`config.mk`:
```
export PLATFORM = sky130hd
export DESIGN_NAME = instr_fetch
export DESIGN_NICKNAME = d
export VERILOG_FILES = /design/src/rtl/instr_fetch.sv
export SDC_FILE = /design/constraint.sdc
export NUM_CORES = 1
export LEC_CHECK = 0
export CORE_MARGIN = 5
export CORE_UTILIZATION = 51
export CTS_BUF_LIST = sky130_fd_sc_hd__clkbuf_8
export DETAILED_ROUTE_END_ITERATION = 12
export PLACE_DENSITY = 0.82
export SYNTH_ARGS = -nofsm -noshare
export SYNTH_HDL_FRONTEND = slang
export SYNTH_SLANG_ARGS = --single-unit
```
`constraint.sdc`:
```
create_clock -name clk -period 10.1 [get_ports clk]
set_input_delay 3.03 -clock clk [delete_from_list [all_inputs] [get_ports clk]]
set_output_delay 3.03 -clock clk [all_outputs]
set_load 0.05 [all_outputs]
```
`src/rtl/instr_fetch.sv`:
```
// instr_fetch: IF stage with a single outstanding imem request and a small
// circular {instr, pc} buffer whose head is the IF/ID register.
`default_nettype none

module instr_fetch #(
  parameter int          XLEN      = 32,
  parameter int          BUF_DEPTH = 2,
  parameter logic [31:0] NOP_INSTR = 32'h00000013
) (
  input  logic            clk,
  input  logic            rst,
  input  logic [XLEN-1:0] pc_in,
  output logic            pc_hold,
  input  logic            flush,
  output logic            imem_req_valid,
  input  logic            imem_req_ready,
  output logic [XLEN-1:0] imem_req_addr,
  input  logic            imem_resp_valid,
  input  logic [31:0]     imem_resp_data,
  input  logic            id_stall,
  output logic            if_valid,
  output logic [31:0]     if_instr,
  output logic [XLEN-1:0] if_pc,
  output logic [XLEN-1:0] if_pc_plus4
);

  localparam int               PTR_W   = $clog2(BUF_DEPTH);
  localparam int               CNT_W   = PTR_W + 1;
  localparam logic [CNT_W-1:0] DEPTH_C = CNT_W'(BUF_DEPTH);

  typedef enum logic [1:0] {
    IDLE      = 2'd0,
    WAIT_RESP = 2'd1,
    DRAIN     = 2'd2
  } state_e;

  state_e           state_q, state_d;
  logic [XLEN-1:0]  pend_pc_q, pend_pc_d;
  logic [31:0]      buf_instr_q [BUF_DEPTH];
  logic [XLEN-1:0]  buf_pc_q    [BUF_DEPTH];
  logic [PTR_W-1:0] head_q, head_d, tail_q, tail_d;
  logic [CNT_W-1:0] count_q, count_d;
  logic             outstanding, req_fire, push, pop;
  logic [1:0]       unused_pc_lsb;

  assign unused_pc_lsb = pc_in[1:0];
  assign imem_req_addr = {pc_in[XLEN-1:2], 2'b00};
  assign outstanding   = (state_q != IDLE);

  // Request visibility is suppressed while reset is held, since the FSM
  // already sits in IDLE and would otherwise advertise a request.
  assign imem_req_valid = !rst && (state_q == IDLE) && !flush &&
                          ((count_q + CNT_W'(outstanding)) < DEPTH_C);
  assign req_fire       = imem_req_valid && imem_req_ready;
  assign pc_hold        = rst || (!req_fire && !flush);

  assign push = (state_q == WAIT_RESP) && imem_resp_valid && !flush;
  assign pop  = if_valid && !id_stall;

  assign if_valid    = (count_q != '0);
  assign if_instr    = if_valid ? buf_instr_q[head_q] : NOP_INSTR;
  assign if_pc       = buf_pc_q[head_q];
  assign if_pc_plus4 = buf_pc_q[head_q] + XLEN'(4);

  always_ff @(posedge clk or posedge rst) begin
    if (rst) begin
      state_q   <= IDLE;
      pend_pc_q <= '0;
    end else begin
      state_q   <= state_d;
      pend_pc_q <= pend_pc_d;
    end
  end

  always_comb begin
    state_d   = state_q;
    pend_pc_d = pend_pc_q;
    case (state_q)
      IDLE: begin
        if (req_fire) begin
          state_d   = WAIT_RESP;
          pend_pc_d = imem_req_addr;
        end
      end
      WAIT_RESP: begin
        if (imem_resp_valid)  state_d = IDLE;
        else if (flush)       state_d = DRAIN;
      end
      // The killed response must still be consumed, even if flushed again.
      DRAIN: begin
        if (imem_resp_valid)  state_d = IDLE;
      end
      default: state_d = IDLE;
    endcase
  end

  always_comb begin
    head_d  = head_q;
    tail_d  = tail_q;
    count_d = count_q;
    if (flush) begin
      head_d  = '0;
      tail_d  = '0;
      count_d = '0;
    end else begin
      if (push) tail_d = tail_q + PTR_W'(1);
      if (pop)  head_d = head_q + PTR_W'(1);
      count_d = count_q + CNT_W'(push) - CNT_W'(pop);
    end
  end

  always_ff @(posedge clk or posedge rst) begin
    if (rst) begin
      head_q  <= '0;
      tail_q  <= '0;
      count_q <= '0;
      for (int i = 0; i < BUF_DEPTH; i++) begin
        buf_instr_q[i] <= NOP_INSTR;
        buf_pc_q[i]    <= '0;
      end
    end else begin
      head_q  <= head_d;
      tail_q  <= tail_d;
      count_q <= count_d;
      if (push) begin
        buf_instr_q[tail_q] <= imem_resp_data;
        buf_pc_q[tail_q]    <= pend_pc_q;
      end
    end
  end

endmodule

`default_nettype wire
```
# Yosys cells after proc, flatten, opt, wreduce, memory -nomap -nowiden
# Index checks and enable logic that the tools add are counted.
# word_totals
wordCells	68
latch_bits	0
romBits	0
regBits	164
input_bits	70
mem_count	0
ramBits	0
# op_classes
mul	0
order_cmp	4
n_bitwise	2
shift	0
n_reduce_logical	21
n_div	0
muxes	21
eq_ne	5
add_sub_neg	6
# ops
op	count
32-bit two-way mux	8
64-bit bitwise mux	2
32-bit by 3-bit adder with 32-bit output (second input constant)	1
32-bit demux with 1-bit select	1
2-bit two-way mux	5
1-bit logical AND	9
2-bit nonzero test	4
2-bit one-hot mux with 3 select lines	1
2-bit by 1-bit adder with 2-bit output	2
2-bit >= comparator (second input constant)	2
1-bit logical NOT	4
1-bit two-way mux	4
2-bit inequality test (second input constant)	2
1-bit NOT with 2-bit output	2
3-bit inequality test (second input constant)	1
3-bit AND reduction	1
1-bit adder (second input constant)	2
2-bit by 1-bit equality test with 1-bit output (second input constant)	1
2-bit equality test (second input constant)	1
2-bit logical NOT	1
2-bit by 1-bit less-than comparator with 1-bit output (second input constant)	1
2-bit less-than comparator (second input constant)	1
2-bit AND reduction	1
2-bit by 1-bit subtractor with 2-bit output	1
1-bit logical OR	1

# Depth between registers and ports, before layout
# depth
ltp_word	8
ltp_mapped	14
depth_no_buf	8

# Worst setup path before layout
# Ideal clock, no wire load.
# synth_timing
path_type	input to output
from	input port rst
to	output port pc_hold
path_slack_ns	-0.707
n_path_buf	0
arrival_ns	7.777
stages	2
path_cell_list	inv_1 -> nand2_1
# synth_between
elab_chain_len	8
# synth_lines
item	line_no	source
from (decl)	11	input logic rst,
1-bit logical NOT (no line)	--	
1-bit logical AND (3 in a row)	52	assign imem_req_valid = !rst && (state_q == IDLE) && !flush &&
1-bit logical AND	54	assign req_fire = imem_req_valid && imem_req_ready;
1-bit logical NOT	55	assign pc_hold = rst || (!req_fire && !flush);
1-bit logical AND	55	
1-bit logical OR *	55	
to (decl)	13	output logic pc_hold,
# Mark *: on every way between the ends. The rest lies on a longest branch, timed or not.

# Worst setup path after layout
# layout_timing
from	input port flush
to	output port pc_hold
# layout_between
elab_chain_len	7
# layout_lines
item	line_no	source
from (decl)	14	input logic flush,
1-bit logical NOT *	52, 55	
1-bit logical AND (2 in a row)	52	
1-bit logical AND	54	
1-bit logical NOT	55	
1-bit logical AND *	55	
1-bit logical OR *	55	
# Marks and branches as above.

==> run_results.csv <==
group,metric,value,unit
logic_synthesis,synth-warning-count,0,
clocking,clock_path_buffers,2,
sta,fin_tns_setup,0,ns
clocking,worstSkewPairLatency,0.44,ns
worst_hold_path,hp-class,"reg2reg",
clocking,cts_resized,0,
global_routing,grt_max_degree,88,
floorplanning,rows,45,
global_routing,grtUsageTotal,20.5,%
global_routing,grt_pass1_vias,5896,
sta,hold_violations,0,
finish,fin_area,0.0103,mm²
critical_path,crit_type,"in2out",
critical_path,max_stage_delay,0.70,ns
clocking,cts_tree,"done",
power,power-per-cell-area,318,mW/mm²
place,dp_hpwl,13000,µm
critical_path,required,7.07,ns
routing,ant_nets,0,
logic_synthesis,synth_compound_gate_area_share,1.78,%
sta,rsz0062_at_grt,"no",
finish,fillers,1137,
critical_path,endpoint_kind,"primary output",
routing,drc,0,
logic_synthesis,synth_largest_area_cell,"dfrtp_1",
critical_path,ff2ff_setup_slack,7.43,ns
finish,final_cell_mix,"clkdlybuf4s50_1, mux2_2, dfrtp_1",
floorplanning,start_util,52.4,%
clocking,ctsHoldBuffers,0,
finish,post_route_cells_drive_above_1_share,28.3,%
global_routing,antenna_found_initial,0,
sta,slew-limit-headroom,27.8,%
critical_path,critPathArrivalTime,5.69,ns
logic_synthesis,synth-xor-area-share,3.17,%
logic_synthesis,ys_seq_area_share,50.0,%
clocking,numCtsBuffers,17,
sta,fmax,115,MHz
sta,worst_pin_slew,1.08,ns
sta,post-route-min-period,8.72,ns
routing,vias_per_cell,5.34,
floorplanning,core,0.0153,mm²
floorplanning,boundaryPins,201,
global_routing,grt_pass1_wl,30100,µm
floorplanning,die_height,135,µm
logic_synthesis,async_reset_ff_share,100,%
routing,routedWlPerCell,17.9,µm
sta,finalSetupViolations,0,
clocking,path_clk_slew,0.08,ns
routing,finalWirelength,18200,µm
critical_path,cp_max_fo,31,
clocking,cts_setup_buffers,0,
critical_path,path_cells,"clkdlybuf4s50_1 > nor2_1 > nor4b_2 > nand2_2 > nand2b_1 > nand2_1 > clkdlybuf4s50_1",
place,postPlaceCellArea,0.00985,mm²
clocking,htreeDepth,4,
logic_synthesis,synth_area,0.00802,mm²
finish,antennaDiodeCount,0,
power,vdd_drop_max,0.195,mV
logic_synthesis,synthSimpleGateAreaFrac,8.64,%
finish,layout_commonest_cell,"clkdlybuf4s50_1",
logic_synthesis,avgSynthCellArea,12.5,µm²
clocking,clkSinkCount,160,
critical_path,crit_top_cell,"clkdlybuf4s50_1",
critical_path,cp_slowest_cell,"clkdlybuf4s50_1",
finish,fin_nets,869,
logic_synthesis,synth_edf_count,0,
logic_synthesis,ys_seq_elements,160,
logic_synthesis,synthMuxAreaShare,29.7,%
sta,final.period_utilization,86.3,%
sta,finalClockSkew,0.0141,ns
global_routing,overflow,0,
logic_synthesis,synthAdderAreaFrac,0.468,%
critical_path,critPathLaunchType,"primary input",
routing,dr.pass1.iters,6,
logic_synthesis,ys_top_cells_by_area,"dfrtp_1, mux2_2, mux2i_1",
place,place_congestion,0.884,
floorplanning,chipWidth,135,µm
logic_synthesis,synthCells,641,
sta,maxSlewViolCount,0,
routing,vias,5445,
clocking,cts-root-buf,"clkbuf_8",
logic_synthesis,synthFlopType,"dfrtp_1",
logic_synthesis,yosysUniqueCellTypes,40,
status,outcome,"completed",
logic_synthesis,synth.top_cell.area_share,48.1,%
run,cap_viol_max_count,0,
floorplanning,dieArea,0.0183,mm²
finish,area_delta_synth_final,28.2,%
routing,drtIter0Drc,286,
place,io_buffers,192,
power,leakage,0.00443,µW
logic_synthesis,synth_top_family_by_area,"multiplexers",
==> where the power goes <==
part | switching (µW) | total, µW | internal [µW]
clock network | 223 | 512 | 289
registers | 177 | 1020 | 842
logic | 1080 | 1740 | 663
==> flip-flops by register name (all words and copies together), names as in the netlist <==
register / count
buf_instr_q: 64
buf_pc_q: 60
count_q: 2
head_q: 1
pend_pc_q: 30
state_q: 2
tail_q: 1
==> layer usage <==
layer	wire (µm)	GRT usage, %	vias to the layer above
li1	-	-	2532
met5	0	0	-
met4	325	6.61	0
met2	8680	33.4	197
met1	7660	25.8	2689
met3	1580	6.84	27
==> synth_stat cells, types with 10 or more instances <==
master / count
buf_2: 14
buf_4: 39
clkbuf_1: 11
dfrtp_1: 154
inv_1: 16
mux2_2: 173
mux2i_1: 43
nand2_1: 25
nand3_1: 18
nand4_1: 12
nor2_1: 45
xnor2_1: 19
xor2_1: 10
==> path summary, 6_finish.rpt <==
path	start	to	cells after the start
max in group asynchronous	rst	buf_pc_q[26]	4
min in group asynchronous	rst	state_q[0]	3
worst min-delay path	buf_instr_q[37]	buf_instr_q[37]	1
worst max-delay path	flush	pc_hold	7
worst min register to register	buf_instr_q[37]	buf_instr_q[37]	1
worst max register to register	state_q[1]	buf_instr_q[47]	5
==> critical path, delay by kind of cell <==
| kind | cells | cell delay (ns) |
|---|---|---|
| buf+inv | 2 | 1.24 |
| simple gates | 5 | 1.41 |
==> cell type report <==
cell class	count	area [µm²]	share of cell area, %
sequential	160	4020	39.0
multi-input combinational	403	3540	34.4
timing repair buffer	198	1970	19.1
tap	211	264	2.57
clock buffer	17	234	2.28
clock inverter	14	199	1.93
inverter	16	63.8	0.621
==> logic make-up after synthesis <==
kind of cell             Yosys count
XOR/XNOR                          29
AND/OR/NAND/NOR                  130
buffers and inverters             83
multiplexers                     216
adder cells (fa/ha/maj)            3
AO/OA/AOI/OAI                     19
other                              1
flip-flops                       160
==> per-stage QoR <==
step                      std cells  power (µW)  setup slack, ns  hold slack, ns  utilization (%)
after detailed placement        988        2780             1.35           0.494             64.3
final                          1019        3270             1.38           0.511             67.1
after global routing           1019        3440             1.20           0.519             67.1
after CTS                      1019        3300             1.35           0.513             67.1
after global placement          988        2730             1.44           0.482             64.3
after floorplan                 646        2240            0.702           0.474                -
Power figures use the tool's default switching activity.
